## config.mk

```make
export PLATFORM = sky130hd
export DESIGN_NAME = sha256_round_ctrl
export DESIGN_NICKNAME = d
export VERILOG_FILES = /design/src/rtl/sha256_pkg.sv /design/src/rtl/sha256_round.sv /design/src/rtl/sha256_round_ctrl.sv
export SDC_FILE = /design/constraint.sdc
export NUM_CORES = 2
export LEC_CHECK = 0
export CORE_ASPECT_RATIO = 1.75
export CORE_MARGIN = 4
export CORE_UTILIZATION = 45
export DETAILED_ROUTE_END_ITERATION = 8
export GPL_TIMING_DRIVEN = 0
export PLACE_DENSITY = 0.77
export SLEW_MARGIN = 30
export SYNTH_ARGS = -nofsm -noshare
export SYNTH_HDL_FRONTEND = slang
export SYNTH_SLANG_ARGS = --single-unit
```

## constraint.sdc

```tcl
create_clock -name clk -period 30.2 [get_ports clk]
set_clock_uncertainty 0.1 [all_clocks]
set_input_delay 6.04 -clock clk [delete_from_list [all_inputs] [get_ports clk]]
set_output_delay 6.04 -clock clk [all_outputs]
set_load 0.05 [all_outputs]
```

## src/rtl/sha256_pkg.sv

```systemverilog
// Shared SHA-256 types, constants, K table and the Sigma/sigma/Ch/Maj helpers.
// Consumed by sha256_round and sha256_round_ctrl (optional SHA256_ZERO_CHECK_EN lives in the top).
package sha256_pkg;

  localparam int WORD_W = 32;
  localparam int ROUNDS = 64;
  localparam int WORDS  = 16;
  localparam int RND_W  = $clog2(ROUNDS);

  typedef logic [WORD_W-1:0] word_t;

  // Working variables packed so that 'a' occupies the most significant word,
  // matching the H0-in-MSB ordering of the chaining value.
  typedef struct packed {
    word_t a;
    word_t b;
    word_t c;
    word_t d;
    word_t e;
    word_t f;
    word_t g;
    word_t h;
  } hstate_t;

  typedef enum logic [1:0] {
    IDLE  = 2'd0,
    ROUND = 2'd1,
    FINAL = 2'd2
  } fsm_state_e;

  localparam word_t K_TABLE [ROUNDS] = '{
    32'h428a2f98, 32'h71374491, 32'hb5c0fbcf, 32'he9b5dba5,
    32'h3956c25b, 32'h59f111f1, 32'h923f82a4, 32'hab1c5ed5,
    32'hd807aa98, 32'h12835b01, 32'h243185be, 32'h550c7dc3,
    32'h72be5d74, 32'h80deb1fe, 32'h9bdc06a7, 32'hc19bf174,
    32'he49b69c1, 32'hefbe4786, 32'h0fc19dc6, 32'h240ca1cc,
    32'h2de92c6f, 32'h4a7484aa, 32'h5cb0a9dc, 32'h76f988da,
    32'h983e5152, 32'ha831c66d, 32'hb00327c8, 32'hbf597fc7,
    32'hc6e00bf3, 32'hd5a79147, 32'h06ca6351, 32'h14292967,
    32'h27b70a85, 32'h2e1b2138, 32'h4d2c6dfc, 32'h53380d13,
    32'h650a7354, 32'h766a0abb, 32'h81c2c92e, 32'h92722c85,
    32'ha2bfe8a1, 32'ha81a664b, 32'hc24b8b70, 32'hc76c51a3,
    32'hd192e819, 32'hd6990624, 32'hf40e3585, 32'h106aa070,
    32'h19a4c116, 32'h1e376c08, 32'h2748774c, 32'h34b0bcb5,
    32'h391c0cb3, 32'h4ed8aa4a, 32'h5b9cca4f, 32'h682e6ff3,
    32'h748f82ee, 32'h78a5636f, 32'h84c87814, 32'h8cc70208,
    32'h90befffa, 32'ha4506ceb, 32'hbef9a3f7, 32'hc67178f2
  };

  function automatic word_t rotr(input word_t x, input int unsigned n);
    return (x >> n) | (x << (WORD_W - n));
  endfunction

  function automatic word_t big_sigma0(input word_t x);
    return rotr(x, 2) ^ rotr(x, 13) ^ rotr(x, 22);
  endfunction

  function automatic word_t big_sigma1(input word_t x);
    return rotr(x, 6) ^ rotr(x, 11) ^ rotr(x, 25);
  endfunction

  function automatic word_t small_sigma0(input word_t x);
    return rotr(x, 7) ^ rotr(x, 18) ^ (x >> 3);
  endfunction

  function automatic word_t small_sigma1(input word_t x);
    return rotr(x, 17) ^ rotr(x, 19) ^ (x >> 10);
  endfunction

  function automatic word_t ch(input word_t x, input word_t y, input word_t z);
    return (x & y) ^ (~x & z);
  endfunction

  function automatic word_t maj(input word_t x, input word_t y, input word_t z);
    return (x & y) ^ (x & z) ^ (y & z);
  endfunction

  // Word-wise feed-forward addition; each lane wraps independently.
  function automatic hstate_t add_state(input hstate_t x, input hstate_t y);
    hstate_t r;
    r.a = x.a + y.a;
    r.b = x.b + y.b;
    r.c = x.c + y.c;
    r.d = x.d + y.d;
    r.e = x.e + y.e;
    r.f = x.f + y.f;
    r.g = x.g + y.g;
    r.h = x.h + y.h;
    return r;
  endfunction

endpackage

```

## src/rtl/sha256_round.sv

```systemverilog
// Combinational single SHA-256 round: working variables a..h plus Wt and Kt
// in, next a..h out.
module sha256_round
  import sha256_pkg::*;
(
  input  hstate_t s_i,
  input  word_t   w_i,
  input  word_t   k_i,
  output hstate_t s_o
);

  word_t t1;
  word_t t2;

  // NOTE: combinational logic uses blocking '=' so t1/t2 are visible to the
  // lines that follow in the same evaluation.
  always_comb begin
    t1  = s_i.h + big_sigma1(s_i.e) + ch(s_i.e, s_i.f, s_i.g) + k_i + w_i;
    t2  = big_sigma0(s_i.a) + maj(s_i.a, s_i.b, s_i.c);
    s_o = '{a: t1 + t2, b: s_i.a, c: s_i.b, d: s_i.c,
            e: s_i.d + t1, f: s_i.e, g: s_i.f, h: s_i.g};
  end

endmodule

```

## src/rtl/sha256_round_ctrl.sv

```systemverilog
// SHA-256 compression sequencer: load, 64 rounds at one per clock, feed-forward.
// Optional SHA256_ZERO_CHECK_EN adds hash_zero_msw (most significant digest word == 0).
module sha256_round_ctrl
  import sha256_pkg::*;
(
  input  logic         clk,
  input  logic         reset,
  input  logic         start,
  input  logic [255:0] state_in,
  input  logic [511:0] msg_in,
  output logic         busy,
  output logic         done,
  output logic [255:0] hash_out
`ifdef SHA256_ZERO_CHECK_EN
  ,
  output logic         hash_zero_msw
`endif
);

  fsm_state_e       state_q, state_d;
  logic [RND_W-1:0] rnd_q, rnd_d;
  logic             done_q, done_d;
  hstate_t          hash_q, hash_d;
  hstate_t          work_q, work_d;
  hstate_t          hold_q, hold_d;
  word_t            win_q [WORDS];
  word_t            win_d [WORDS];
  hstate_t          round_out;
  hstate_t          final_sum;
  word_t            new_w;
`ifdef SHA256_ZERO_CHECK_EN
  logic             zero_q, zero_d;
`endif

  sha256_round u_round (
    .s_i (work_q),
    .w_i (win_q[0]),
    .k_i (K_TABLE[rnd_q]),
    .s_o (round_out)
  );

  // Next schedule word W[t+16] while the window holds W[t]..W[t+15].
  assign new_w     = small_sigma1(win_q[14]) + win_q[9] + small_sigma0(win_q[1]) + win_q[0];
  assign final_sum = add_state(hold_q, work_q);

  // NOTE: every variable gets its hold/default value first, so no path through
  // the case below can leave one unassigned and infer a latch.
  always_comb begin
    state_d = state_q;
    rnd_d   = rnd_q;
    done_d  = 1'b0;
    hash_d  = hash_q;
    work_d  = work_q;
    hold_d  = hold_q;
    win_d   = win_q;
`ifdef SHA256_ZERO_CHECK_EN
    zero_d  = zero_q;
`endif
    case (state_q)
      IDLE: begin
        if (start) begin
          work_d  = hstate_t'(state_in);
          hold_d  = hstate_t'(state_in);
          for (int i = 0; i < WORDS; i++) win_d[i] = msg_in[511 - 32*i -: 32];
          rnd_d   = '0;
          state_d = ROUND;
        end
      end
      ROUND: begin
        work_d = round_out;
        for (int i = 0; i < WORDS - 1; i++) win_d[i] = win_q[i+1];
        win_d[WORDS-1] = new_w;
        rnd_d = rnd_q + 1'b1;
        if (rnd_q == RND_W'(ROUNDS - 1)) state_d = FINAL;
      end
      FINAL: begin
        hash_d  = final_sum;
        done_d  = 1'b1;
`ifdef SHA256_ZERO_CHECK_EN
        zero_d  = (final_sum.a == '0);
`endif
        state_d = IDLE;
      end
      default: state_d = IDLE;
    endcase
  end

  always_ff @(posedge clk) begin
    if (reset) begin
      state_q <= IDLE;
      rnd_q   <= '0;
      done_q  <= 1'b0;
      hash_q  <= '0;
`ifdef SHA256_ZERO_CHECK_EN
      zero_q  <= 1'b0;
`endif
    end else begin
      state_q <= state_d;
      rnd_q   <= rnd_d;
      done_q  <= done_d;
      hash_q  <= hash_d;
`ifdef SHA256_ZERO_CHECK_EN
      zero_q  <= zero_d;
`endif
    end
  end

  // NOTE: working variables and the schedule window are always loaded before
  // use, so they carry no reset and stay plain flops/RAM-friendly.
  always_ff @(posedge clk) begin
    work_q <= work_d;
    hold_q <= hold_d;
    win_q  <= win_d;
  end

  assign busy     = (state_q != IDLE);
  assign done     = done_q;
  assign hash_out = hash_q;
`ifdef SHA256_ZERO_CHECK_EN
  assign hash_zero_msw = zero_q;
`endif

endmodule

```

==> out/metrics.csv <==
metric,value,unit
Top Ports,1029,
hold depth,2,
largest net degree at the start of global routing,102,
Avg Synthesized Cell Area,9.35,um^2
final worst path period share,0.347,
worst flop-to-flop path endpoint,work_q[252]$_DFFE_PP_,
R2R setup slack,19720,ps
"Clk pin slew, worst setup/hold paths",70,ps
crit-path max cell delay,840,ps
synthesized area,77200,um^2
Crit Path Class,reg2reg,
GRT busiest layer,met2,
drt drc,0,
Bufs on Longest Clock Path,3,
"Clk Latency, worst-skew pair",800,ps
post-DR wirelength/cell,31.9,um
Initial DRC Count,7815,
Synth top area share,0.398,
CTS tree,built,
Yosys cell types,99,
gpl congestion,1.04,
max-cap viol count,0,
first-pass GRT wire length,510000,um
most frequent cells in the layout,"nand2_1 (2602), clkdlybuf4s50_1 (1026), edfxtp_1 (1024)",
Setup Viol. Count Final,0,
Seq cells post-synth,1289,
nets,10800,
ys async rst share,0,
starting density of the core,0.453,
Hold Crit Endpoint,hash_out[56]$_SDFFE_PP0P_,
die area,178000,um^2
Post-CTS Resized,0,
Via density,5.93,
"most used cell, CP",inv_1,
max-slew violations,0,
relative slew slack,0.264,
fraction of layout cells with a size suffix above 1,0.0408,
Row Count,200,
Routed WL,376000,um
CORE AREA,170000,um^2
Syn Nets,9618,
signal arrival time at the worst endpoint,10930,ps
min-delay worst type,reg2reg,
TritonCTS buffer count,119,
clock sinks,1289,
CTS root buf,clkbuf_16,
postcts setup bufs,0,
"EDFF count, synth",1024,
status,finished clean,
Worst-Margin Slew,1100,ps
initial antenna violation count,51,
Reg2Reg Depth,32,
crit path time final,10480,ps
GR met1 Demand/Resource,0.400,
register area,36100,um^2
Post-DRT Antenna Nets,0,
Area Overhead vs Synth,23.9,%
slowest cell on the critical path,xnor2_1,
RSZ-0062 raised after global routing,false,
"most common cell after layout, fill and taps aside",nand2_1,
detailed-route via count,69900,
CP endpoint kind,flip-flop,
Hold Startpoint,hash_out[56]$_SDFFE_PP0P_,
number of global-route vias before repair,69600,
post-DP HPWL,308000,um
Fmax,0.0954,GHz
Pre-Repair DR Iteration Count,6,
met3 global-route usage,0.0925,
fillcell total,15100,
Final Hold Vio Count,0,
H-tree levels,3,
"Warnings, synthesis",0,
biggest area consumer among synthesized cells,edfxtp_1,
final core occ,0.562,
Port Buffers,1028,
Die Span Y,556,um
worst path required time,30650,ps
startpoint types,flip-flop,
routing usage on met2,0.693,
maximum net fanout on the critical path,10,
r2r startpoint,rnd_q[0]$_SDFFE_PP0P_,
Synth Flop Type,edfxtp_1,
# hold bufs at CTS,0,
Mapped Cells,8253,
"Seq/Total Area, Yosys",0.467,
GR Util All Layers,0.409,
footprint of the multi-input gates,38100,um^2
total gr overflow,0,
top post-synthesis cells by area,"edfxtp_1 (40%), nand2_1 (13%), dfxtp_1 (6.9%)",
die width,321,um
-- layout make-up --
| class | instances | share of cell area |
|---|---|---|
| multi-input cells | 6140 | 0.398 |
| flip-flops and latches | 1289 | 0.377 |
| repair buffers | 1062 | 0.117 |
| clock buffers | 144 | 0.0339 |
| well taps | 2222 | 0.0291 |
| inverters | 432 | 0.0171 |
| plain buffers | 392 | 0.0161 |
| clock inverters | 84 | 0.0112 |
| diodes | 27 | 0.000707 |
-- cells in the mapped netlist (172+ instances only) --
cell type,instances
o21ai_0,326
fa_1,195
clkbuf_1,361
nor2_1,276
a21o_1,172
xnor2_1,351
dfxtp_1,265
xor2_1,199
nand2_1,2602
ha_1,399
edfxtp_1,1024
inv_1,431
a21oi_1,489
-- cell families (layout without fill, tap and decap cells) --
group,count (synthesis),after routing,synth area share
and+or+nand+nor,3357,3357,0.177
AOI/OAI and AO/OA,1565,1565,0.126
DFF,1289,1289,0.467
buffers and inverters,824,2114,0.0401
adders and majority gates,616,616,0.118
xor gates and xnor gates,551,551,0.0627
muxes,51,51,0.00804
other,0,27,0
-- per-layer routing --
layer	share of wire	up-vias
met5	0.00053	-
met2	0.48	4566
met1	0.31	33300
met4	0.13	28
li1	-	30600
met3	0.090	1423
-- flip-flops by register name, indices dropped and copies added (netlist names) --
name	count
win_q	512
state_q	2
done	1
hash_out	256
hold_q	256
rnd_q	6
work_q	256
-- worst max path at each step --
stage | start | slack [ps] | end | depth (start not counted)
2_1_floorplan | start | 2170 | rnd_q[4]$_SDFFE_PP0P_ | 5
3_3_place_gp | start | -9190 | rnd_q[4]$_SDFFE_PP0P_ | 6
3_5_place_dp | start | 19680 | win_q[490]$_DFFE_PP_ | 9
4_1_cts | rnd_q[0]$_SDFFE_PP0P_ | 20190 | work_q[252]$_DFFE_PP_ | 30
5_1_grt | rnd_q[0]$_SDFFE_PP0P_ | 19490 | work_q[255]$_DFFE_PP_ | 35
6_report | rnd_q[0]$_SDFFE_PP0P_ | 19720 | work_q[252]$_DFFE_PP_ | 32
-- per-stage QoR --
stage                     hold slack (ps)  instance area [um^2]  setup slack (ps)  std cells  TNS (ps)
after floorplan                       384                 77200              2170       8253         0
after global placement                339                 90200             -9190      11500  -6593690
after detailed placement              343                 91200             19680      11500         0
after CTS                             352                 95500             20190      11800         0
after global routing                  360                 95600             19490      11800         0
final                                 351                 95600             19720      11800         0
-- critical path: cells and delay by family, from the launching register on --
| family | cells | cell delay, ps |
|---|---|---|
| muxes | 1 | 220 |
| DFF | 1 | 350 |
| AOI/OAI and AO/OA | 13 | 2980 |
| adders and majority gates | 6 | 2330 |
| buffers and inverters | 7 | 2580 |
| xor gates and xnor gates | 1 | 840 |
| and+or+nand+nor | 4 | 840 |
Power is left out: the tool's default activity adds up to more than one toggle a clock period on the data nets, which glitch-free logic cannot reach.
